<file path="src/rtl/control_sequencer_if.sv">
// Bundle of instruction/flag inputs and datapath control lines between the
// sequencer and the rest of the CPU.
interface control_sequencer_if;
  logic       run;
  logic [3:0] opcode;
  logic       flag_c;
  logic       flag_z;
  logic       hlt, mi, ri, ro, io, ii, ai, ao;
  logic       eo, su, bi, oi, ce, co, j, fi;
  logic [2:0] step;
  logic       halted;

  modport master (
    output run, opcode, flag_c, flag_z,
    input  hlt, mi, ri, ro, io, ii, ai, ao, eo, su, bi, oi, ce, co, j, fi,
    input  step, halted
  );

  modport slave (
    input  run, opcode, flag_c, flag_z,
    output hlt, mi, ri, ro, io, ii, ai, ao, eo, su, bi, oi, ce, co, j, fi,
    output step, halted
  );
endinterface

</file>
<file path="src/rtl/control_sequencer.sv">
// Microstep sequencer for an 8-bit breadboard-style CPU: 5-step instruction
// cycle with combinational control-line decode and a sticky halt.
module control_sequencer #(
  parameter bit EARLY_END = 1'b0
) (
  input logic                 clk,
  input logic                 rst_n,
  control_sequencer_if.slave  bus
);

  typedef enum logic [2:0] {
    STEP0 = 3'd0,
    STEP1 = 3'd1,
    STEP2 = 3'd2,
    STEP3 = 3'd3,
    STEP4 = 3'd4
  } step_e;

  typedef enum logic [3:0] {
    OP_NOP = 4'h0,
    OP_LDA = 4'h1,
    OP_ADD = 4'h2,
    OP_SUB = 4'h3,
    OP_STA = 4'h4,
    OP_LDI = 4'h5,
    OP_JMP = 4'h6,
    OP_JC  = 4'h7,
    OP_JZ  = 4'h8,
    OP_OUT = 4'he,
    OP_HLT = 4'hf
  } opcode_e;

  typedef struct packed {
    logic hlt, mi, ri, ro, io, ii, ai, ao;
    logic eo, su, bi, oi, ce, co, j, fi;
  } ctrl_t;

  step_e step_q, step_d, last_step;
  logic  halted_q, halted_d;
  logic  active;
  ctrl_t ctrl;

  assign active = rst_n & bus.run & ~halted_q;

  always_comb begin
    last_step = STEP2;
    case (bus.opcode)
      OP_LDA, OP_STA: last_step = STEP3;
      OP_ADD, OP_SUB: last_step = STEP4;
      default:        last_step = STEP2;
    endcase
  end

  // Halt freezes the counter at step 2; only reset leaves the halted state.
  always_comb begin
    step_d   = step_q;
    halted_d = halted_q;
    if (bus.run && !halted_q) begin
      if (step_q == STEP2 && bus.opcode == OP_HLT) begin
        halted_d = 1'b1;
      end else if (step_q == STEP4 || (EARLY_END && step_q == last_step)) begin
        step_d = STEP0;
      end else begin
        step_d = step_e'(step_q + 3'd1);
      end
    end
  end

  always_ff @(posedge clk or negedge rst_n) begin
    if (!rst_n) begin
      step_q   <= STEP0;
      halted_q <= 1'b0;
    end else begin
      step_q   <= step_d;
      halted_q <= halted_d;
    end
  end

  always_comb begin
    ctrl = '0;
    case (step_q)
      STEP0: begin
        ctrl.co = 1'b1;
        ctrl.mi = 1'b1;
      end
      STEP1: begin
        ctrl.ro = 1'b1;
        ctrl.ii = 1'b1;
        ctrl.ce = 1'b1;
      end
      STEP2: begin
        case (bus.opcode)
          OP_LDA, OP_ADD, OP_SUB, OP_STA: begin
            ctrl.io = 1'b1;
            ctrl.mi = 1'b1;
          end
          OP_LDI: begin
            ctrl.io = 1'b1;
            ctrl.ai = 1'b1;
          end
          OP_JMP: begin
            ctrl.io = 1'b1;
            ctrl.j  = 1'b1;
          end
          OP_JC: begin
            ctrl.io = bus.flag_c;
            ctrl.j  = bus.flag_c;
          end
          OP_JZ: begin
            ctrl.io = bus.flag_z;
            ctrl.j  = bus.flag_z;
          end
          OP_OUT: begin
            ctrl.ao = 1'b1;
            ctrl.oi = 1'b1;
          end
          OP_HLT:  ctrl.hlt = 1'b1;
          default: ctrl = '0;
        endcase
      end
      STEP3: begin
        case (bus.opcode)
          OP_LDA: begin
            ctrl.ro = 1'b1;
            ctrl.ai = 1'b1;
          end
          OP_ADD, OP_SUB: begin
            ctrl.ro = 1'b1;
            ctrl.bi = 1'b1;
          end
          OP_STA: begin
            ctrl.ao = 1'b1;
            ctrl.ri = 1'b1;
          end
          default: ctrl = '0;
        endcase
      end
      STEP4: begin
        if (bus.opcode == OP_ADD || bus.opcode == OP_SUB) begin
          ctrl.eo = 1'b1;
          ctrl.ai = 1'b1;
          ctrl.fi = 1'b1;
          ctrl.su = (bus.opcode == OP_SUB);
        end
      end
      default: ctrl = '0;
    endcase
    // A stalled or halted step must never re-issue a RAM write or jump.
    if (!active) ctrl = '0;
  end

  assign bus.hlt    = ctrl.hlt;
  assign bus.mi     = ctrl.mi;
  assign bus.ri     = ctrl.ri;
  assign bus.ro     = ctrl.ro;
  assign bus.io     = ctrl.io;
  assign bus.ii     = ctrl.ii;
  assign bus.ai     = ctrl.ai;
  assign bus.ao     = ctrl.ao;
  assign bus.eo     = ctrl.eo;
  assign bus.su     = ctrl.su;
  assign bus.bi     = ctrl.bi;
  assign bus.oi     = ctrl.oi;
  assign bus.ce     = ctrl.ce;
  assign bus.co     = ctrl.co;
  assign bus.j      = ctrl.j;
  assign bus.fi     = ctrl.fi;
  assign bus.step   = step_q;
  assign bus.halted = halted_q;

endmodule

</file>
<file path="src/flat_wrapper.sv">
// flat-port wrapper written by rule: the top's interface ports become plain ports
module control_sequencer_flat 
#(
  parameter bit EARLY_END = 1'b0
)
  (clk, rst_n, bus_run, bus_opcode, bus_flag_c, bus_flag_z, bus_hlt, bus_mi, bus_ri, bus_ro, bus_io, bus_ii, bus_ai, bus_ao, bus_eo, bus_su, bus_bi, bus_oi, bus_ce, bus_co, bus_j, bus_fi, bus_step, bus_halted);
  control_sequencer_if bus_i ();
  input logic clk;
  input logic rst_n;
  input wire logic [$bits(bus_i.run)-1:0] bus_run;
  input wire logic [$bits(bus_i.opcode)-1:0] bus_opcode;
  input wire logic [$bits(bus_i.flag_c)-1:0] bus_flag_c;
  input wire logic [$bits(bus_i.flag_z)-1:0] bus_flag_z;
  output wire logic [$bits(bus_i.hlt)-1:0] bus_hlt;
  output wire logic [$bits(bus_i.mi)-1:0] bus_mi;
  output wire logic [$bits(bus_i.ri)-1:0] bus_ri;
  output wire logic [$bits(bus_i.ro)-1:0] bus_ro;
  output wire logic [$bits(bus_i.io)-1:0] bus_io;
  output wire logic [$bits(bus_i.ii)-1:0] bus_ii;
  output wire logic [$bits(bus_i.ai)-1:0] bus_ai;
  output wire logic [$bits(bus_i.ao)-1:0] bus_ao;
  output wire logic [$bits(bus_i.eo)-1:0] bus_eo;
  output wire logic [$bits(bus_i.su)-1:0] bus_su;
  output wire logic [$bits(bus_i.bi)-1:0] bus_bi;
  output wire logic [$bits(bus_i.oi)-1:0] bus_oi;
  output wire logic [$bits(bus_i.ce)-1:0] bus_ce;
  output wire logic [$bits(bus_i.co)-1:0] bus_co;
  output wire logic [$bits(bus_i.j)-1:0] bus_j;
  output wire logic [$bits(bus_i.fi)-1:0] bus_fi;
  output wire logic [$bits(bus_i.step)-1:0] bus_step;
  output wire logic [$bits(bus_i.halted)-1:0] bus_halted;
  assign bus_i.run = bus_run;
  assign bus_i.opcode = bus_opcode;
  assign bus_i.flag_c = bus_flag_c;
  assign bus_i.flag_z = bus_flag_z;
  assign bus_hlt = bus_i.hlt;
  assign bus_mi = bus_i.mi;
  assign bus_ri = bus_i.ri;
  assign bus_ro = bus_i.ro;
  assign bus_io = bus_i.io;
  assign bus_ii = bus_i.ii;
  assign bus_ai = bus_i.ai;
  assign bus_ao = bus_i.ao;
  assign bus_eo = bus_i.eo;
  assign bus_su = bus_i.su;
  assign bus_bi = bus_i.bi;
  assign bus_oi = bus_i.oi;
  assign bus_ce = bus_i.ce;
  assign bus_co = bus_i.co;
  assign bus_j = bus_i.j;
  assign bus_fi = bus_i.fi;
  assign bus_step = bus_i.step;
  assign bus_halted = bus_i.halted;
  control_sequencer #(.EARLY_END(EARLY_END)) u_core (.clk(clk), .rst_n(rst_n), .bus(bus_i));
endmodule
</file>
<file path="config.mk">
export PLATFORM = sky130hd
export DESIGN_NAME = control_sequencer_flat
export DESIGN_NICKNAME = d
export VERILOG_FILES = /design/src/rtl/control_sequencer_if.sv /design/src/rtl/control_sequencer.sv /design/src/flat_wrapper.sv
export SDC_FILE = /design/constraint.sdc
export NUM_CORES = 1
export LEC_CHECK = 0
export BUFFER_PORTS_ARGS = -buffer_cell sky130_fd_sc_hd__buf_2
export CAP_MARGIN = 25
export CORE_MARGIN = 4
export CORE_UTILIZATION = 44
export CTS_CLUSTER_SIZE = 40
export DETAILED_ROUTE_END_ITERATION = 7
export PLACE_DENSITY = 0.77
export SETUP_SLACK_MARGIN = 0.02
export SYNTH_ARGS = -nofsm -noshare
export SYNTH_HDL_FRONTEND = slang
export SYNTH_SLANG_ARGS = --single-unit
</file>
<file path="constraint.sdc">
create_clock -name clk -period 2.49 [get_ports clk]
set_input_delay 0.498 -clock clk [delete_from_list [all_inputs] [get_ports clk]]
set_output_delay 0.498 -clock clk [all_outputs]
set_load 0.02 [all_outputs]
</file>
==> results_dict.tcl, run 1 <==
set metrics [dict create \
    outcome "finished, final reports clean" \
    path_cells "inv_4 > ha_4 > nand3b_4 > a2111o_1 > a2111oi_4 > buf_4" \
    cap_violations 0 \
    end_kind "primary output" \
    swShare 0.4871 \
    wirelength_microns 1673 \
    syn-cell-area_sq_um 580.6 \
    clkTransAtPathRegs_ns 0.04 \
    drive_gt1_frac 0.4904 \
    powerDensity_nw_per_um2 932.2 \
    ys_seq_area_frac 0.1724 \
    drtPass1Iterations 4 \
    drc 0 \
    post-route-period-util 0.9915 \
    root_buffer "clkbuf_4" \
    numCtsBuffers 3 \
    synth_edf_count 0 \
    grt_overflow 0 \
    place.gp.congestion 0.7986 \
    antenna_found_initial 0 \
    die_w_microns 44.33 \
    drtIter0Drc 34 \
    p_leak_nw 0.4089 \
    path_max_fanout 5 \
    clock_path_buffers 2 \
    num_vias 670 \
    internal_power_w 0.0003984 \
    combPwrFrac 0.712 \
    p_seq_frac 0.188 \
    cts_tree "built" \
    synth-seq-cells 4 \
    hp-class "input port to async pin" \
    cts_max_level 1 \
    setup_viol 0 \
    tns_ns 0 \
    power_switching_w 0.0003784 \
    synth_area_per_cell_sq_um 7.741 \
    ir_worst_vdd_mv 0.6897 \
    worst_slew_margin_rel 0.7710 \
    post-route-min-period_ns 2.469 \
    hold_viol_final 0 \
    synth_ff_type "dfrtp_1" \
    synth-async-reset-ratio 1.000 \
    hold_buffers 0 \
    final_nets 120 \
    worstSetupPathType "flip-flop to primary output" \
    grt_pass1_wl_microns 2580 \
    port_buffers 28 \
    dieArea_sq_um 1965 \
    io_pins 29 \
    postSynthCellCount 75 \
    start_kind "flip-flop" \
    crit_required_ns 1.99 \
    clock_sinks 4 \
    crit_slowest_cell "dfrtp_2" \
    ant_nets 0 \
    grt_use_total 0.1755 \
    grt_max_degree 14 \
    vias_per_cell 5.678 \
    final_common_cell "buf_2" \
    std_cell_rows 12 \
    drv_slew 0 \
    diodes 0 \
    tightest_slew_ns 0.3409 \
    yosysWarnings 0 \
    coreArea_sq_um 1171 \
    start_util 0.4957 \
    clock.fmax_mhz 405.1 \
    areaGrowthSynthToFinish_pct 43.53 \
    slowest_delay_ns 0.45 \
    fp.dieH_microns 44.33 \
    avgRoutedWirePerCell_microns 14.18 \
    clkLatencyLatePin_ns 0.23 \
    synth_nets 89 \
    grt_pass1_vias 606 \
    arrival_ns 1.97 \
    power_frac_clock 0.100 \
    hold_ws_ns 0.07079 \
    rsz0062_at_grt "yes" \
    layout_common_cells "buf_2 (27), nor2_1 (6), nand2_1 (5), buf_4 (5)" \
    synthDistinctLibCells 35 \
    dp_hpwl_microns 1182 \
    clock_skew_ns 0.003516 \
]
state kept, by name, summed over array words and instances, names as in the netlist:
name,cells
u_core.bus.halted,1
u_core.bus.step,3
synth_stat cells (all sizes together), types with 3 or more instances:
master	count	area, sq um
dfrtp	4	100.1
nand2	6	22.52
buf	6	41.28
nor2	6	22.52
o21ai	4	20.01
nand3b	3	35.03
a21oi	4	20.02
nor4	3	18.77
or3	3	18.77
inv	5	18.77
ha	5	62.56
worst paths after layout:
path / start / end / cells past startpoint / slack, ns
max: u_core.bus.step[0] / bus_ai / 6 / 0.02
max in group asynchronous: rst_n / u_core.bus.step[0] / 1 / 2.28
min in group clk: u_core.bus.halted / u_core.bus.halted / 1 / 0.51
min: rst_n / u_core.bus.step[1] / 1 / 0.07
max reg2reg: u_core.bus.step[0] / u_core.bus.step[0] / 5 / 0.88
min reg2reg: u_core.bus.halted / u_core.bus.halted / 1 / 0.51
repair_timing:
| item | in CTS | in global routing |
|---|---|---|
| buffers inserted | 2 | 0 |
| endpoints found under the setup margin | 1 | 1 |
| hold endpoints to repair | 0 | 0 |
| gates resized for setup | 9 | 8 |
final cells by class:
class | count | area [sq um]
Tap cell | 14 | 17.52
Sequential cell | 4 | 102.6
Multi-Input combinational cell | 60 | 496.7
Clock buffer | 3 | 22.52
Inverter | 5 | 21.27
Fill cell | 108 | 337.8
Timing Repair Buffer | 32 | 172.7
metrics by stage:
stage	cells	setup WS, ns	power (W)	utilization	instance area (sq um)
floorplan	75	0.03891	0.0004436	-	586.8
global placement	113	0.1986	0.0005492	0.6132	718.2
detailed placement	113	0.1701	0.0005550	0.6132	718.2
CTS	118	0.02749	0.0007087	0.6763	792.0
global route	118	-0.06951	0.0008526	0.7115	833.3
finish	118	0.02125	0.0007768	0.7115	833.3
worst max-delay path: cells and delay by family, from the launching register on:
kind | cells | cell delay, ns
DFF | 1 | 0.45
and+or+nand+nor | 1 | 0.09
adders and majority gates | 1 | 0.16
AOI/OAI and AO/OA | 2 | 0.72
buffers and inverters | 2 | 0.31
power by group through the flow:
stage | combinational, W | clock [W] | sequential, W
after floorplan | 0.000275 | 0 | 0.000169
after global routing | 0.000613 | 0.0000860 | 0.000153
after global placement | 0.000417 | 0 | 0.000132
after detailed placement | 0.000420 | 0 | 0.000135
after CTS | 0.000496 | 0.0000818 | 0.000131
final | 0.000553 | 0.0000775 | 0.000146
kinds of logic after synthesis:
family | Yosys count | synth area share
DFF | 4 | 0.1724
muxes | 3 | 0.05603
AOI/OAI and AO/OA | 16 | 0.1961
and+or+nand+nor | 36 | 0.3642
buffers and inverters | 11 | 0.1034
adders and majority gates | 5 | 0.1078
routing by layer:
layer | wire length, microns | track usage | up-vias
li1 | - | - | 338
met1 | 691 | 0.2019 | 298
met2 | 852 | 0.3052 | 32
met3 | 100 | 0.02846 | 2
met4 | 29 | 0.09639 | 0
met5 | 0 | 0 | -
(Power assumes the default switching activity.)
==> inputs of run 2 (changes only) <==
==> constraint.sdc (replaced) <==
create_clock -name clk -period 2.49 [get_ports clk]
set_input_delay 0.747 -clock clk [delete_from_list [all_inputs] [get_ports clk]]
set_output_delay 0.747 -clock clk [all_outputs]
set_load 0.02 [all_outputs]
==> run 2 against run 1 <==
The flow now stops in global routing. Synthesized cell count did not move. Area after synthesis unchanged.
==> results_dict.tcl, run 2 <==
set metrics [dict create \
    outcome "aborted with a tool error" \
    lastStage "global routing" \
    stop_error "[ERROR DPL-0038] Utilization greater than 100%, impossible to legalize" \
    synthTopCellsByCount "nand2_1 (6), nor2_1 (6), ha_1 (5), inv_1 (5)" \
    grt-worst-endpoint "bus_ai" \
    synth_edf_count 0 \
    root_buffer "clkbuf_4" \
    fp.dieH_microns 44.33 \
    hold_buffers 0 \
    endpoint_type "output port" \
    synth-async-reset-ratio 1.000 \
    place_area_sq_um 933.4 \
    port_buffers 28 \
    start_util 0.4957 \
    yosys.area.top_type "dfrtp_1" \
    syn-cell-area_sq_um 580.6 \
    yosysWarnings 0 \
    numCtsBuffers 3 \
    die_w_microns 44.33 \
    dp_hpwl_microns 1574 \
    grt_max_degree 10 \
    clock_path_buffers 2 \
    synth_nets 89 \
    synth_area_per_cell_sq_um 7.741 \
    postSynthCellCount 75 \
    synth-seq-cells 4 \
    synthDistinctLibCells 35 \
    place.gp.congestion 0.8167 \
    synth_top_area_frac 0.1724 \
    synth_ff_type "dfrtp_1" \
    std_cell_rows 12 \
    place_ws_ns -0.2205 \
    yosys-top-cells-area "dfrtp_1 (17%), ha_1 (11%), mux2_2 (3.9%)" \
    ys_seq_area_frac 0.1724 \
    io_pins 29 \
    cts_max_level 1 \
    clock_sinks 4 \
]
[run 2: cell counts after synthesis]
Identical to the previous run, type by type.
[run 2: what timing repair did]
item                       4_1_cts
setup endpoints to repair        6
buffers inserted                 6
pin swaps                       10
resized for setup               28
[run 2: cell families after synthesis]
group | count (synthesis) | synth area share
and+or+nand+nor | 36 | 0.3642
AOI/OAI and AO/OA | 16 | 0.1961
buffers and inverters | 11 | 0.1034
adders and majority gates | 5 | 0.1078
DFF | 4 | 0.1724
muxes | 3 | 0.05603
[run 2: through the flow]
stage                     utilization  std cells
after global placement         0.7970        133
after floorplan                     -         75
after CTS                      0.9519        142
after detailed placement       0.7970        133
==> inputs of run 3 (changes only) <==
--- a/config.mk
+++ b/config.mk
@@ -7,12 +7,10 @@
 export LEC_CHECK = 0
 export BUFFER_PORTS_ARGS = -buffer_cell sky130_fd_sc_hd__buf_2
 export CAP_MARGIN = 25
-export CORE_MARGIN = 4
-export CORE_UTILIZATION = 44
-export CTS_CLUSTER_SIZE = 40
+export CORE_AREA = 4 4 65 67
 export DETAILED_ROUTE_END_ITERATION = 7
-export PLACE_DENSITY = 0.77
-export SETUP_SLACK_MARGIN = 0.02
+export DIE_AREA = 0 0 69 71
+export PLACE_DENSITY_LB_ADDON = 0.15
 export SYNTH_ARGS = -nofsm -noshare
 export SYNTH_HDL_FRONTEND = slang
 export SYNTH_SLANG_ARGS = --single-unit
==> run 3 against run 2 <==
The flow now finishes, with violations (negative setup slack).
==> results_dict.tcl, run 3 (synthesis gave the netlist of run 1 again) <==
set metrics [dict create \
    dp_hpwl_microns 1785 \
    root_buffer "clkbuf_8" \
    p_seq_frac 0.147 \
    clkTransAtPathRegs_ns 0.03 \
    drv_slew 0 \
    cap_violations 0 \
    final_common_cell "buf_4" \
    r2r-start "u_core.bus.step[0]" \
    cp-endpoint "bus_ai" \
    end_kind "primary output" \
    numCtsBuffers 3 \
    path_max_fanout 5 \
    rsz0062_at_grt "yes" \
    grt_pass1_vias 819 \
    reg2reg_slack_ns 0.76 \
    std_cell_rows 22 \
    startpoint "bus_opcode[2]" \
    internal_power_w 0.0005784 \
    r2r_cells 6 \
    stdcell_count 178 \
    start_kind "input port" \
    largest_reg_flops 3 \
    p_leak_nw 0.5762 \
    worst_slew_margin_rel 0.7063 \
    avgRoutedWirePerCell_microns 12.24 \
    layout_setup_ws_ns -0.1801 \
    start_util 0.1598 \
    wirelength_microns 2179 \
    clock_path_buffers 2 \
    powerDensity_nw_per_um2 821.1 \
    layout_common_cells "buf_4 (34), buf_2 (14), buf_6 (8), nand2_1 (6), nor2_1 (6)" \
    grt_pass1_wl_microns 3719 \
    setup_viol 1 \
    place.gp.congestion 0.6825 \
    clock.fmax_mhz 374.5 \
    num_vias 745 \
    worstSetupPathType "input port to primary output" \
    crit_required_ns 1.74 \
    drtIter0Drc 12 \
    power_switching_w 0.0004314 \
    ant_nets 0 \
    dpl.cell_count 172 \
    clock_skew_ns 0.002297 \
    port_buffers 28 \
    vias_per_cell 4.185 \
    grt_use_total 0.09136 \
    drc 0 \
    die_w_microns 69 \
    swShare 0.4272 \
    cts_max_level 1 \
    grt_max_degree 10 \
    nFillCells 405 \
    post-route-min-period_ns 2.670 \
    combPwrFrac 0.710 \
    tns_ns -0.1801 \
    final_nets 145 \
    diodes 0 \
    dieArea_sq_um 4899 \
    hold_buffers 0 \
    reg2reg_to "u_core.bus.step[2]" \
    coreArea_sq_um 3633 \
    tightest_slew_ns 0.4372 \
    drtPass1Iterations 2 \
    cts_tree "built" \
    arrival_ns 1.92 \
    outcome "complete, but fails checks" \
    hold_viol_final 0 \
    violations "negative setup slack" \
    antenna_found_initial 0 \
    post-route-period-util 1.072 \
    place_area_sq_um 1003 \
    clock_sinks 4 \
    drive_gt1_frac 0.6615 \
    areaGrowthSynthToFinish_pct 111.9 \
    clkLatencyLatePin_ns 0.22 \
    fin_area_sq_um 1230 \
    fp.dieH_microns 71 \
    power_frac_clock 0.143 \
    hp-class "input port to async pin" \
    io_pins 29 \
    ir_worst_vdd_mv 0.6017 \
    grt_overflow 0 \
]
-- run 3: how the worst min path moves through the flow --
stage,to,depth (start not counted)
2_1_floorplan,u_core.bus.halted,0
6_report,u_core.bus.step[0],2
3_3_place_gp,u_core.bus.halted,1
5_1_grt,u_core.bus.step[0],2
4_1_cts,u_core.bus.step[0],2
3_5_place_dp,u_core.bus.halted,1
-- run 3: metrics by stage --
| stage | util | total power [W] | worst slack, ns | hold slack (ns) |
|---|---|---|---|---|
| after global placement | 0.2762 | 0.0007594 | -0.2191 | 0.5050 |
| after floorplan | - | 0.0004837 | -0.1196 | 0.4514 |
| final | 0.3385 | 0.001010 | -0.1801 | 0.3977 |
| after detailed placement | 0.2762 | 0.0007628 | -0.2527 | 0.4969 |
| after global routing | 0.3385 | 0.001099 | -0.2402 | 0.4012 |
| after CTS | 0.3202 | 0.001011 | -0.1813 | 0.4409 |
-- run 3: area by class of cell --
class	count	area [sq um]	share of cell area
inverter	5	18.77	0.01526
multi-input combinational	60	571.8	0.4649
clock buffer	4	45.04	0.03662
tap	48	60.06	0.04883
sequential	4	103.9	0.08444
timing repair buffer	57	430.4	0.3499
-- run 3: routing by layer --
layer | vias up | track usage | share of wire
li1 | 383 | - | -
met1 | 338 | 0.1089 | 0.44
met2 | 21 | 0.1621 | 0.49
met3 | 3 | 0.01420 | 0.048
met4 | 0 | 0.03905 | 0.017
met5 | - | 0 | 0
-- run 3: critical path: stages --
cell and delay, ns:
buf_6 0.11, nand2b_4 0.13, a2111o_1 0.45, a2111oi_4 0.29, buf_4 0.19
-- run 3: power groups by stage --
stage	Clock (W)	Sequential, W	Combinational, W
after CTS	0.000150	0.000149	0.000712
final	0.000144	0.000149	0.000717
after detailed placement	0	0.000142	0.000621
after global placement	0	0.000140	0.000620
after global routing	0.000154	0.000155	0.000790
after floorplan	0	0.000179	0.000304
-- run 3: timing repair --
action,4_1_cts,5_1_grt
setup buffers,1,1
pin swaps,7,6
setup endpoints to repair,6,10
gates resized for setup,22,18
==> inputs of run 4 (changes only) <==
--- a/config.mk
+++ b/config.mk
@@ -7,6 +7,8 @@
 export LEC_CHECK = 0
 export BUFFER_PORTS_ARGS = -buffer_cell sky130_fd_sc_hd__buf_2
 export CAP_MARGIN = 25
+export CELL_PAD_IN_SITES_DETAIL_PLACEMENT = 0
+export CELL_PAD_IN_SITES_GLOBAL_PLACEMENT = 2
 export CORE_AREA = 4 4 65 67
 export DETAILED_ROUTE_END_ITERATION = 7
 export DIE_AREA = 0 0 69 71
==> run 4 against run 3 <==
The run still ends with negative setup slack left. Non-clock buffer count is 2 higher. Via count is 1.6% lower. Clock power hardly changed. Critical path type is now flip-flop to primary output. Combinational power is 2% lower. Worst setup slack better by 0.012 ns. Flip-flop and latch count stayed put. Sequential share of layout area is 0.26 points higher. Critical endpoint unchanged. Design area is 3.0% lower. Global-route usage is 0.48 points lower. Highest routed layer unchanged. Utilization is 1.0 points lower. Register-to-register slack hardly changed. Die area stayed put.
==> results_dict.tcl, run 4 (synthesis gave the netlist of run 1 again) <==
set metrics [dict create \
    cp_top_family "compound AO/OA/AOI/OAI gates" \
    avgRoutedWirePerCell_microns 11.48 \
    post-route-min-period_ns 2.659 \
    grt_pass1_wl_microns 3484 \
    end_kind "primary output" \
    numCtsBuffers 3 \
    hold_viol_final 0 \
    drtIter0Drc 9 \
    tightest_slew_ns 0.3941 \
    violations "negative setup slack" \
    utilization 0.3285 \
    drtPass1Iterations 4 \
    fp.dieH_microns 71 \
    rsz0062_at_grt "yes" \
    port_buffers 28 \
    worst_slew_margin_rel 0.7352 \
    slowest_delay_ns 0.44 \
    largest_reg_flops 3 \
    layout_setup_ws_ns -0.1686 \
    arrival_ns 1.91 \
    clkTransAtPathRegs_ns 0.03 \
    crit_required_ns 1.74 \
    ant_nets 0 \
    path_max_fanout 4 \
    reg2reg_slack_ns 0.77 \
    io_pins 29 \
    coreArea_sq_um 3633 \
    drive_gt1_frac 0.6667 \
    stdcell_count 180 \
    p_leak_nw 0.5719 \
    diodes 0 \
    hp-class "input port to async pin" \
    clock_path_buffers 2 \
    crit_slowest_cell "a2111o_1" \
    grt_max_degree 10 \
    setup_viol 1 \
    worstSetupPathType "flip-flop to primary output" \
    std_cell_rows 22 \
    path_common_cell "ha_4" \
    clock_skew_ns 0.005190 \
    die_w_microns 69 \
    path_cells "ha_4 > ha_4 > nand2b_4 > a2111o_1 > a2111oi_4 > buf_4" \
    grt_overflow 0 \
    place.gp.congestion 0.7192 \
    start_util 0.1598 \
    ir_worst_vdd_mv 0.4529 \
    cts_max_level 1 \
    drv_slew 0 \
    dp_hpwl_microns 1818 \
    final_common_cell "buf_4" \
    cts_tree "built" \
    root_buffer "clkbuf_8" \
    clock_sinks 4 \
    outcome "complete, but fails checks" \
    dpl.cell_count 173 \
    antenna_found_initial 0 \
    areaGrowthSynthToFinish_pct 105.6 \
    post-route-period-util 1.068 \
    grt_pass1_vias 763 \
    dieArea_sq_um 4899 \
    num_vias 733 \
    critPathBufInv 1 \
    grt_use_total 0.08660 \
    powerDensity_nw_per_um2 832.5 \
    layout_common_cells "buf_4 (32), buf_2 (22), nand2_1 (6), nor2_1 (5), ha_4 (4)" \
    start_kind "flip-flop" \
    wirelength_microns 2066 \
    final_nets 147 \
    cap_violations 0 \
    vias_per_cell 4.072 \
    clkLatencyLatePin_ns 0.22 \
    drc 0 \
    clock.fmax_mhz 376.1 \
]
-- run 4: cell types whose count changed in the layout (fill, tap and decap cells not counted), sizes merged --
cell	before	now
buf	57	59
-- run 4: area by class of cell --
| class | count | area (sq um) |
|---|---|---|
| fill | 406 | 2440 |
| multi-input combinational | 60 | 549.3 |
| timing repair buffer | 59 | 414.1 |
| sequential | 4 | 103.9 |
| tap | 48 | 60.06 |
| clock buffer | 4 | 45.04 |
| inverter | 5 | 21.27 |
-- run 4: timing repair --
action / in CTS / in global routing
pin swaps: 8 / 5
gates resized for setup: 20 / 11
setup endpoints to repair: 4 / 7
hold buffers: 0 / 0
setup buffers: 1 / 2
-- run 4: worst reg2reg max path: stages, from the launching register on --
cell	delay, ns
dfrtp_2	0.44
inv_4	0.10
ha_4	0.16
nand3b_4	0.08
buf_4	0.14
o21ai_1	0.30
mux2_2	0.38
-- run 4: where the power goes --
group / switching (W) / leakage, nW / internal, W / total (W)
clock network: 0.0000334 / 0.0228 / 0.000109 / 0.000143
registers: 0.0000427 / 0.0456 / 0.000103 / 0.000146
logic: 0.000339 / 0.504 / 0.000367 / 0.000705
total: 0.000415 / 0.572 / 0.000579 / 0.000994
-- run 4: routing by layer --
metal | global-route usage | up-vias | wire length [microns]
li1 | - | 388 | -
met3 | 0.009943 | 2 | 73
met2 | 0.1547 | 18 | 1037
met1 | 0.1061 | 325 | 938
met5 | 0 | - | 0
met4 | 0.03254 | 0 | 16
-- run 4: worst paths after layout --
kind / from / to / cells past startpoint
worst max-delay path: u_core.bus.step[0] / bus_ai / 6
worst min-delay path: rst_n / u_core.bus.step[0] / 2
worst max register to register: u_core.bus.step[0] / u_core.bus.step[2] / 6
worst min register to register: u_core.bus.halted / u_core.bus.halted / 1
max in group asynchronous: rst_n / u_core.bus.step[2] / 2
min in group clk: u_core.bus.halted / u_core.bus.halted / 1
-- run 4: through the flow --
stage                     total power, W  setup slack [ns]  TNS (ns)  hold slack (ns)  cell area [sq um]
after floorplan                0.0004837           -0.1196   -0.2917           0.4514              650.6
after global placement         0.0007634           -0.2390   -0.5464           0.5143               1011
after detailed placement       0.0007652           -0.2387   -0.5274           0.5182               1011
after CTS                      0.0009962           -0.1947   -0.1947           0.4481               1149
after global routing            0.001090           -0.2588   -0.3071           0.4572               1194
final                          0.0009937           -0.1686   -0.1686           0.4503               1194
